<file path="src/rtl/catena_power_boot_sequencer_if.sv">
// Signal bundle between the power/boot sequencer and the board: the PLL lock, the core's
// boot and shutdown requests, and the rail, reset and SB_WARMBOOT controls.
interface catena_power_boot_sequencer_if #(
    parameter int N_RAILS = 2
);
    // There is no valid/ready pairing here. boot_req is a one-cycle strobe that is taken
    // only in RUN; shutdown_req and pll_lock are levels sampled on every edge; all outputs are registered.
    logic               pll_lock;
    logic               boot_req;
    logic [1:0]         boot_image;
    logic               shutdown_req;
    logic [N_RAILS-1:0] rail_en;
    logic               core_reset;
    logic               wb_s1;
    logic               wb_s0;
    logic               wb_boot;
    logic               busy;
    logic [2:0]         state_dbg;

    modport master (
        output pll_lock, boot_req, boot_image, shutdown_req,
        input  rail_en, core_reset, wb_s1, wb_s0, wb_boot, busy, state_dbg
    );

    modport slave (
        input  pll_lock, boot_req, boot_image, shutdown_req,
        output rail_en, core_reset, wb_s1, wb_s0, wb_boot, busy, state_dbg
    );
endinterface

</file>
<file path="src/rtl/catena_power_boot_sequencer.sv">
// Sequences the power rails from the qualified PLL lock, releases the bootloader core from reset,
// and performs a delayed, glitch-free warmboot. All outputs are registered.
module catena_power_boot_sequencer #(
    parameter int N_RAILS     = 2,
    parameter int RAIL_DELAY  = 48000,
    parameter int LOCK_CYCLES = 4800,
    parameter int BOOT_DELAY  = 480000
) (
    input  logic                          i_clk_48mhz,
    input  logic                          i_reset,
    catena_power_boot_sequencer_if.slave  io_bus
);
    localparam int MAX_A = (RAIL_DELAY > LOCK_CYCLES) ? RAIL_DELAY : LOCK_CYCLES;
    localparam int MAX_D = (MAX_A > BOOT_DELAY) ? MAX_A : BOOT_DELAY;
    localparam int CW    = $clog2(MAX_D + 1);
    localparam int IW    = $clog2(N_RAILS + 1);

    typedef enum logic [2:0] {
        S_WAIT_LOCK = 3'd0,
        S_RAMP_UP   = 3'd1,
        S_RUN       = 3'd2,
        S_RAMP_DOWN = 3'd3,
        S_BOOT_WAIT = 3'd4,
        S_BOOT      = 3'd5,
        S_OFF       = 3'd6
    } state_t;

    state_t             r_state, w_state_nxt;
    logic [CW-1:0]      r_cnt, w_cnt_nxt;
    logic [IW-1:0]      r_idx, w_idx_nxt;
    logic               r_off_pending, w_off_nxt;
    logic [1:0]         r_image, w_image_nxt;
    logic [N_RAILS-1:0] r_rail_en, w_rail_nxt;
    logic               r_core_reset, w_core_reset_nxt;
    logic               r_wb_s1, w_wb_s1_nxt;
    logic               r_wb_s0, w_wb_s0_nxt;
    logic               r_wb_boot, w_wb_boot_nxt;
    logic               r_busy;

    logic w_lock_done, w_dly_done, w_boot_done, w_last_rail, w_drop;

    // One shared counter serves lock qualification, rail spacing and the boot delay.
    assign w_lock_done = (r_cnt == CW'(LOCK_CYCLES - 1));
    assign w_dly_done  = (r_cnt == CW'(RAIL_DELAY - 1));
    assign w_boot_done = (r_cnt == CW'(BOOT_DELAY - 1));
    assign w_last_rail = (r_idx == IW'(N_RAILS - 1));
    assign w_drop      = !io_bus.pll_lock || io_bus.shutdown_req;

    always_ff @(posedge i_clk_48mhz) begin
        if (i_reset) begin
            r_state       <= S_WAIT_LOCK;
            r_cnt         <= '0;
            r_idx         <= '0;
            r_off_pending <= 1'b0;
            r_image       <= 2'b00;
            r_rail_en     <= '0;
            r_core_reset  <= 1'b1;
            r_wb_s1       <= 1'b0;
            r_wb_s0       <= 1'b0;
            r_wb_boot     <= 1'b0;
            r_busy        <= 1'b1;
        end else begin
            r_state       <= w_state_nxt;
            r_cnt         <= w_cnt_nxt;
            r_idx         <= w_idx_nxt;
            r_off_pending <= w_off_nxt;
            r_image       <= w_image_nxt;
            r_rail_en     <= w_rail_nxt;
            r_core_reset  <= w_core_reset_nxt;
            r_wb_s1       <= w_wb_s1_nxt;
            r_wb_s0       <= w_wb_s0_nxt;
            r_wb_boot     <= w_wb_boot_nxt;
            r_busy        <= (w_state_nxt != S_RUN);
        end
    end

    always_comb begin
        w_state_nxt = r_state;
        case (r_state)
            S_WAIT_LOCK: if (io_bus.pll_lock && w_lock_done) w_state_nxt = S_RAMP_UP;
            S_RAMP_UP: begin
                if (w_drop)                         w_state_nxt = S_RAMP_DOWN;
                else if (w_dly_done && w_last_rail) w_state_nxt = S_RUN;
            end
            S_RUN: begin
                if (w_drop)                 w_state_nxt = S_RAMP_DOWN;
                else if (io_bus.boot_req)   w_state_nxt = S_BOOT_WAIT;
            end
            S_BOOT_WAIT: begin
                if (!io_bus.pll_lock) w_state_nxt = S_RAMP_DOWN;
                else if (w_boot_done) w_state_nxt = S_BOOT;
            end
            S_RAMP_DOWN: begin
                if (w_dly_done && (r_idx <= IW'(1)))
                    w_state_nxt = r_off_pending ? S_OFF : S_WAIT_LOCK;
            end
            S_BOOT:  w_state_nxt = S_BOOT;
            S_OFF:   w_state_nxt = S_OFF;
            default: w_state_nxt = S_WAIT_LOCK;
        endcase
    end

    always_comb begin
        w_cnt_nxt        = r_cnt;
        w_idx_nxt        = r_idx;
        w_off_nxt        = r_off_pending;
        w_image_nxt      = r_image;
        w_rail_nxt       = r_rail_en;
        w_core_reset_nxt = r_core_reset;
        w_wb_s1_nxt      = r_wb_s1;
        w_wb_s0_nxt      = r_wb_s0;
        w_wb_boot_nxt    = r_wb_boot;
        case (r_state)
            S_WAIT_LOCK: begin
                w_cnt_nxt = io_bus.pll_lock ? r_cnt + 1'b1 : '0;
                w_idx_nxt = '0;
            end
            S_RAMP_UP: begin
                w_cnt_nxt = r_cnt + 1'b1;
                // A shutdown seen together with lock loss still powers off for good.
                if (w_drop) begin
                    w_off_nxt = io_bus.shutdown_req;
                end else if (w_dly_done) begin
                    for (int k = 0; k < N_RAILS; k++)
                        if (IW'(k) == r_idx) w_rail_nxt[k] = 1'b1;
                    w_idx_nxt = r_idx + 1'b1;
                    w_cnt_nxt = '0;
                    if (w_last_rail) w_core_reset_nxt = 1'b0;
                end
            end
            S_RUN: begin
                if (w_drop) begin
                    w_core_reset_nxt = 1'b1;
                    w_off_nxt        = io_bus.shutdown_req;
                end else if (io_bus.boot_req) begin
                    w_image_nxt = io_bus.boot_image;
                end
            end
            S_BOOT_WAIT: begin
                w_cnt_nxt = r_cnt + 1'b1;
                if (!io_bus.pll_lock) begin
                    w_core_reset_nxt = 1'b1;
                end else if (w_boot_done) begin
                    w_wb_s1_nxt = r_image[1];
                    w_wb_s0_nxt = r_image[0];
                end
            end
            S_BOOT: w_wb_boot_nxt = 1'b1;
            S_RAMP_DOWN: begin
                w_cnt_nxt = r_cnt + 1'b1;
                if (w_dly_done) begin
                    for (int k = 0; k < N_RAILS; k++)
                        if (IW'(k + 1) == r_idx) w_rail_nxt[k] = 1'b0;
                    if (r_idx != '0) w_idx_nxt = r_idx - 1'b1;
                    w_cnt_nxt = '0;
                end
            end
            S_OFF: begin
                w_rail_nxt       = '0;
                w_core_reset_nxt = 1'b1;
            end
            default: ;
        endcase
        if (w_state_nxt != r_state) w_cnt_nxt = '0;
    end

    assign io_bus.rail_en    = r_rail_en;
    assign io_bus.core_reset = r_core_reset;
    assign io_bus.wb_s1      = r_wb_s1;
    assign io_bus.wb_s0      = r_wb_s0;
    assign io_bus.wb_boot    = r_wb_boot;
    assign io_bus.busy       = r_busy;
    assign io_bus.state_dbg  = r_state;
endmodule

</file>
<file path="src/flat_wrapper.sv">
// flat-port wrapper written by rule: the top's interface ports become plain ports
module catena_power_boot_sequencer_flat 
#(
    parameter int N_RAILS     = 2,
    parameter int RAIL_DELAY  = 48000,
    parameter int LOCK_CYCLES = 4800,
    parameter int BOOT_DELAY  = 480000
)
  (i_clk_48mhz, i_reset, io_bus_pll_lock, io_bus_boot_req, io_bus_boot_image, io_bus_shutdown_req, io_bus_rail_en, io_bus_core_reset, io_bus_wb_s1, io_bus_wb_s0, io_bus_wb_boot, io_bus_busy, io_bus_state_dbg);
  catena_power_boot_sequencer_if #(.N_RAILS(N_RAILS)) io_bus_i ();
  input  logic i_clk_48mhz;
  input  logic i_reset;
  input wire logic [$bits(io_bus_i.pll_lock)-1:0] io_bus_pll_lock;
  input wire logic [$bits(io_bus_i.boot_req)-1:0] io_bus_boot_req;
  input wire logic [$bits(io_bus_i.boot_image)-1:0] io_bus_boot_image;
  input wire logic [$bits(io_bus_i.shutdown_req)-1:0] io_bus_shutdown_req;
  output wire logic [$bits(io_bus_i.rail_en)-1:0] io_bus_rail_en;
  output wire logic [$bits(io_bus_i.core_reset)-1:0] io_bus_core_reset;
  output wire logic [$bits(io_bus_i.wb_s1)-1:0] io_bus_wb_s1;
  output wire logic [$bits(io_bus_i.wb_s0)-1:0] io_bus_wb_s0;
  output wire logic [$bits(io_bus_i.wb_boot)-1:0] io_bus_wb_boot;
  output wire logic [$bits(io_bus_i.busy)-1:0] io_bus_busy;
  output wire logic [$bits(io_bus_i.state_dbg)-1:0] io_bus_state_dbg;
  assign io_bus_i.pll_lock = io_bus_pll_lock;
  assign io_bus_i.boot_req = io_bus_boot_req;
  assign io_bus_i.boot_image = io_bus_boot_image;
  assign io_bus_i.shutdown_req = io_bus_shutdown_req;
  assign io_bus_rail_en = io_bus_i.rail_en;
  assign io_bus_core_reset = io_bus_i.core_reset;
  assign io_bus_wb_s1 = io_bus_i.wb_s1;
  assign io_bus_wb_s0 = io_bus_i.wb_s0;
  assign io_bus_wb_boot = io_bus_i.wb_boot;
  assign io_bus_busy = io_bus_i.busy;
  assign io_bus_state_dbg = io_bus_i.state_dbg;
  catena_power_boot_sequencer #(.N_RAILS(N_RAILS), .RAIL_DELAY(RAIL_DELAY), .LOCK_CYCLES(LOCK_CYCLES), .BOOT_DELAY(BOOT_DELAY)) u_core (.i_clk_48mhz(i_clk_48mhz), .i_reset(i_reset), .io_bus(io_bus_i));
endmodule
</file>
<file path="config.mk">
export PLATFORM = sky130hd
export DESIGN_NAME = catena_power_boot_sequencer_flat
export DESIGN_NICKNAME = d
export VERILOG_FILES = /design/src/rtl/catena_power_boot_sequencer_if.sv /design/src/rtl/catena_power_boot_sequencer.sv /design/src/flat_wrapper.sv
export SDC_FILE = /design/constraint.sdc
export NUM_CORES = 1
export LEC_CHECK = 0
export ABC_CLOCK_PERIOD_IN_PS = 4100
export BUFFER_PORTS_ARGS = -buffer_cell sky130_fd_sc_hd__clkbuf_2
export CAP_MARGIN = 0
export CORE_ASPECT_RATIO = 1.4
export CORE_MARGIN = 2
export CORE_UTILIZATION = 64
export CTS_CLUSTER_DIAMETER = 30
export CTS_CLUSTER_SIZE = 10
export DETAILED_ROUTE_END_ITERATION = 12
export GPL_ROUTABILITY_DRIVEN = 0
export HOLD_SLACK_MARGIN = 0.1
export PLACE_DENSITY = 0.83
export SLEW_MARGIN = 20
export SYNTH_ARGS = -nofsm -noshare
export SYNTH_HDL_FRONTEND = slang
export SYNTH_SLANG_ARGS = --single-unit
</file>
<file path="constraint.sdc">
create_clock -name i_clk_48mhz -period 4.1 [get_ports i_clk_48mhz]
set_input_delay 0.615 -clock i_clk_48mhz [delete_from_list [all_inputs] [get_ports i_clk_48mhz]]
set_output_delay 0.615 -clock i_clk_48mhz [all_outputs]
set_load 0.01 [all_outputs]
</file>
==> run summary <==
Category of the critical setup timing path = flip-flop to flip-flop
Clk pin slew, worst setup/hold paths = 0.07 ns
Worst Setup Slack, final = 1.24 ns
Worst setup slack after placement = 1.23 ns
Fraction of post-synthesis cell area in the top cell type by area = 31.2%
Die footprint = 0.00390 mm^2
Clock root cell = clkbuf_8
Cell area power density = 253 mW/mm^2
Number of buffers created by CTS = 5
Mapped Nets = 269
Sequential share of the synthesized area = 31.2%
Combinational share of power = 3.7%
Gr ovfl total = 0
Top area cells in the synthesized netlist = dfxtp_1 31%, nor3_2 5.0%, nand2_1 4.5%
Wire length of the first global-routing pass = 7.45 mm
Top Layer Used = met4
Flop2flop setup slack = 1.24 ns
Worst rel slew slack = 38.8%
H-tree Lvls = 2
Post-cts sizing count = 0
Launching element type of the critical path = flip-flop
Hold Vio Cnt, Final = 0
Cell accounting for the most synthesized area = dfxtp_1
Endpoint required time on the critical path = 4.23 ns
Actual slew at the worst max-slew pin = 0.917 ns
Switching Fraction = 22.2%
Number of violations reported at the end of detailed-routing iteration 0 = 84
Switching pwr = 0.130 mW
Clock tree from TritonCTS = done
Number of nets with antenna violations after detailed routing = 0
Number of diodes = 0
Min Clock Period, post-route = 2.86 ns
Max-capacitance violation count = 0
Outcome = finished, final reports clean
Prevailing post-synth register cell = dfxtp_1
Synth Instances = 258
Number of standard-cell rows in the floorplan = 25
Summed instance area of the synthesized netlist = 0.00218 mm^2
Max IR drop VDD = 320 uV
Number of different library cells in the post-synthesis netlist = 57
Asr flop ratio synth = 0%
Worst setup path startpoint = u_core.r_cnt[0]
Count leader, synth = dfxtp_1
DR WL met3 = 191 um
Initial antenna violation count = 0
Worst clock skew on the final layout = 0.00748 ns
Number of buffers added on ports = 16
Layout area overhead = 5.68%
Total Negative Setup Slacks = 0 ns
Path class of the lowest-slack min-delay path = flip-flop to flip-flop
Overall die width = 53.4 um
Core outline area = 0.00332 mm^2
Detailed-route via count = 1,893
FF+latch count, synth = 34
Max-slew violation count = 0
Number of buffers inserted for hold repair after clock tree synthesis = 0
Setup repair bufs after CTS = 0
Max Buffers Root-to-Sink = 2
Placed Area = 0.00223 mm^2
Wirelength, routed = 4.58 mm
DPL Wire Length = 3.32 mm
Final worst path period share = 69.7%
Capturing element of the worst setup path = u_core.r_cnt[6]
CTS Sinks = 34
Number of cells traversed by the worst register-to-register path = 7
Via/cell ratio = 6.13
Cell area after layout = 0.00231 mm^2
Fraction of layout instances using a drive strength above 1 = 18.2%
Worst-Skew Late Latency = 0.28 ns
DRC viols = 0
Number of synthesis warnings = 0
Detailed-routing iteration count for the pre-antenna-repair pass = 4
Reg power frac = 56.8%
Height of the die = 73.1 um
Non-filler instance count after layout = 309
RSZ-0062 raised after global routing = no
List of most frequent post-synthesis cells = 34 x dfxtp_1, 26 x nand2_1, 26 x nor2_1
Routed met2 length = 2.33 mm
Count of nets after finishing = 280
Crit Reg-Reg Endpoint = u_core.r_cnt[6]
Count of boundary I/O pins = 17
Wl on met1 = 1.95 mm
Global router's overall resource usage = 25.6%
Initial Utilization = 65.8%
# placed instances = 302
Mean instance size in the synthesized netlist = 8.46 um^2
Internal power component = 0.455 mW
DR WL/cell = 14.8 um
Post-synth EDFFs = 0
Final count of negative-setup-slack endpoints = 0
Kind of end point of the critical path = flip-flop
Pin count of the biggest net entering global routing = 28
Pleak = 0.859 nW
Max Clk Rate = 350 MHz
Critical Path Fanout Max = 15
Data arrival time of the worst path = 2.98 ns
Clock share of power = 39.5%
RR Startpoint = u_core.r_cnt[0]
Via count of the first global-routing pass = 1,688
==> metal layers <==
layer,vias up,GRT usage [%]
met5,-,0
met4,0,11.4
met3,8,4.30
met2,54,42.7
met1,876,31.5
li1,955,-
==> worst min path at each step <==
stage / depth (start not counted) / slack (ns) / to / from
global placement: 2 / 0.46 / u_core.io_bus.wb_boot / u_core.io_bus.wb_boot
floorplan: 2 / 0.46 / u_core.io_bus.wb_s0 / u_core.r_image[0]
detailed placement: 1 / 0.48 / u_core.io_bus.core_reset / u_core.io_bus.core_reset
CTS: 2 / 0.50 / u_core.r_idx[1] / u_core.r_idx[1]
finish: 1 / 0.49 / u_core.io_bus.core_reset / u_core.io_bus.core_reset
global route: 2 / 0.53 / u_core.io_bus.wb_s0 / u_core.r_image[0]
==> per-stage QoR <==
step	power, mW	hold slack (ns)	util, %
final	0.584	0.493	69.5
after global routing	0.603	0.527	69.5
after floorplan	0.355	0.460	-
after global placement	0.361	0.458	67.2
after detailed placement	0.361	0.478	67.2
after CTS	0.591	0.496	69.5
==> final cells by class <==
cell class | instances | area [um^2]
multi-input cells | 205 | 1390
fillers | 297 | 1010
flip-flops and latches | 34 | 681
repair buffers | 17 | 87.6
clock buffers | 7 | 76.3
well taps | 40 | 50.0
inverters | 6 | 22.5
==> registers in the layout, indices dropped and copies added (netlist names) <==
signal / count
u_core.io_bus.state_dbg: 3
u_core.r_idx: 2
u_core.r_image: 2
u_core.io_bus.rail_en: 2
u_core.io_bus.wb_boot: 1
u_core.r_cnt: 19
u_core.io_bus.core_reset: 1
u_core.io_bus.busy: 1
u_core.io_bus.wb_s1: 1
u_core.r_off_pending: 1
u_core.io_bus.wb_s0: 1
==> power groups by stage <==
stage	Sequential (mW)	Clock, mW	Combinational, mW
after global routing	0.332	0.248	0.0237
after floorplan	0.339	0	0.0153
after detailed placement	0.339	0	0.0212
after CTS	0.332	0.237	0.0215
after global placement	0.340	0	0.0211
final	0.332	0.231	0.0216
==> cell usage in the layout, fill, tap and decap left out, types with 2 or more instances in the layout <==
cell      instances
nor3b_1           2
clkbuf_1          2
nor3_1           15
nand2b_1          2
nor2b_1           3
a22oi_1           2
nor4_1            2
and3_1            6
a21oi_2           2
o31ai_1           2
nand4_1           7
inv_1             6
nand2_1          26
nor4bb_1          2
xor2_1           10
nor2_1           26
a211oi_1          4
clkbuf_2         16
dfxtp_1          34
a21oi_1          10
ha_1              4
clkbuf_8          5
and3_2            2
nor3_2           11
o21ai_0          12
mux2i_1           6
and2_1            4
xnor2_1           8
nand3_1          12
o31a_2            2
==> kinds of logic (layout without fill, tap and decap cells) <==
kind of cell	after synthesis	after routing	synth area share, %
mux	6	6	2.75
buf+inv	19	30	5.16
flops	34	34	31.2
fa+ha+maj	4	4	2.29
compound gates	47	47	16.3
simple gates	130	130	35.1
xor+xnor	18	18	7.22
==> critical path, stage by stage (launching register included) <==
cell and delay, ns:
dfxtp_1 0.38, ha_1 0.21, nand2_1 0.08, nand4bb_1 0.58, nor4_4 0.44, nor2_1 0.14, a21oi_2 0.75, nor3_1 0.12
No activity file was read; power rests on OpenSTA's default activity.
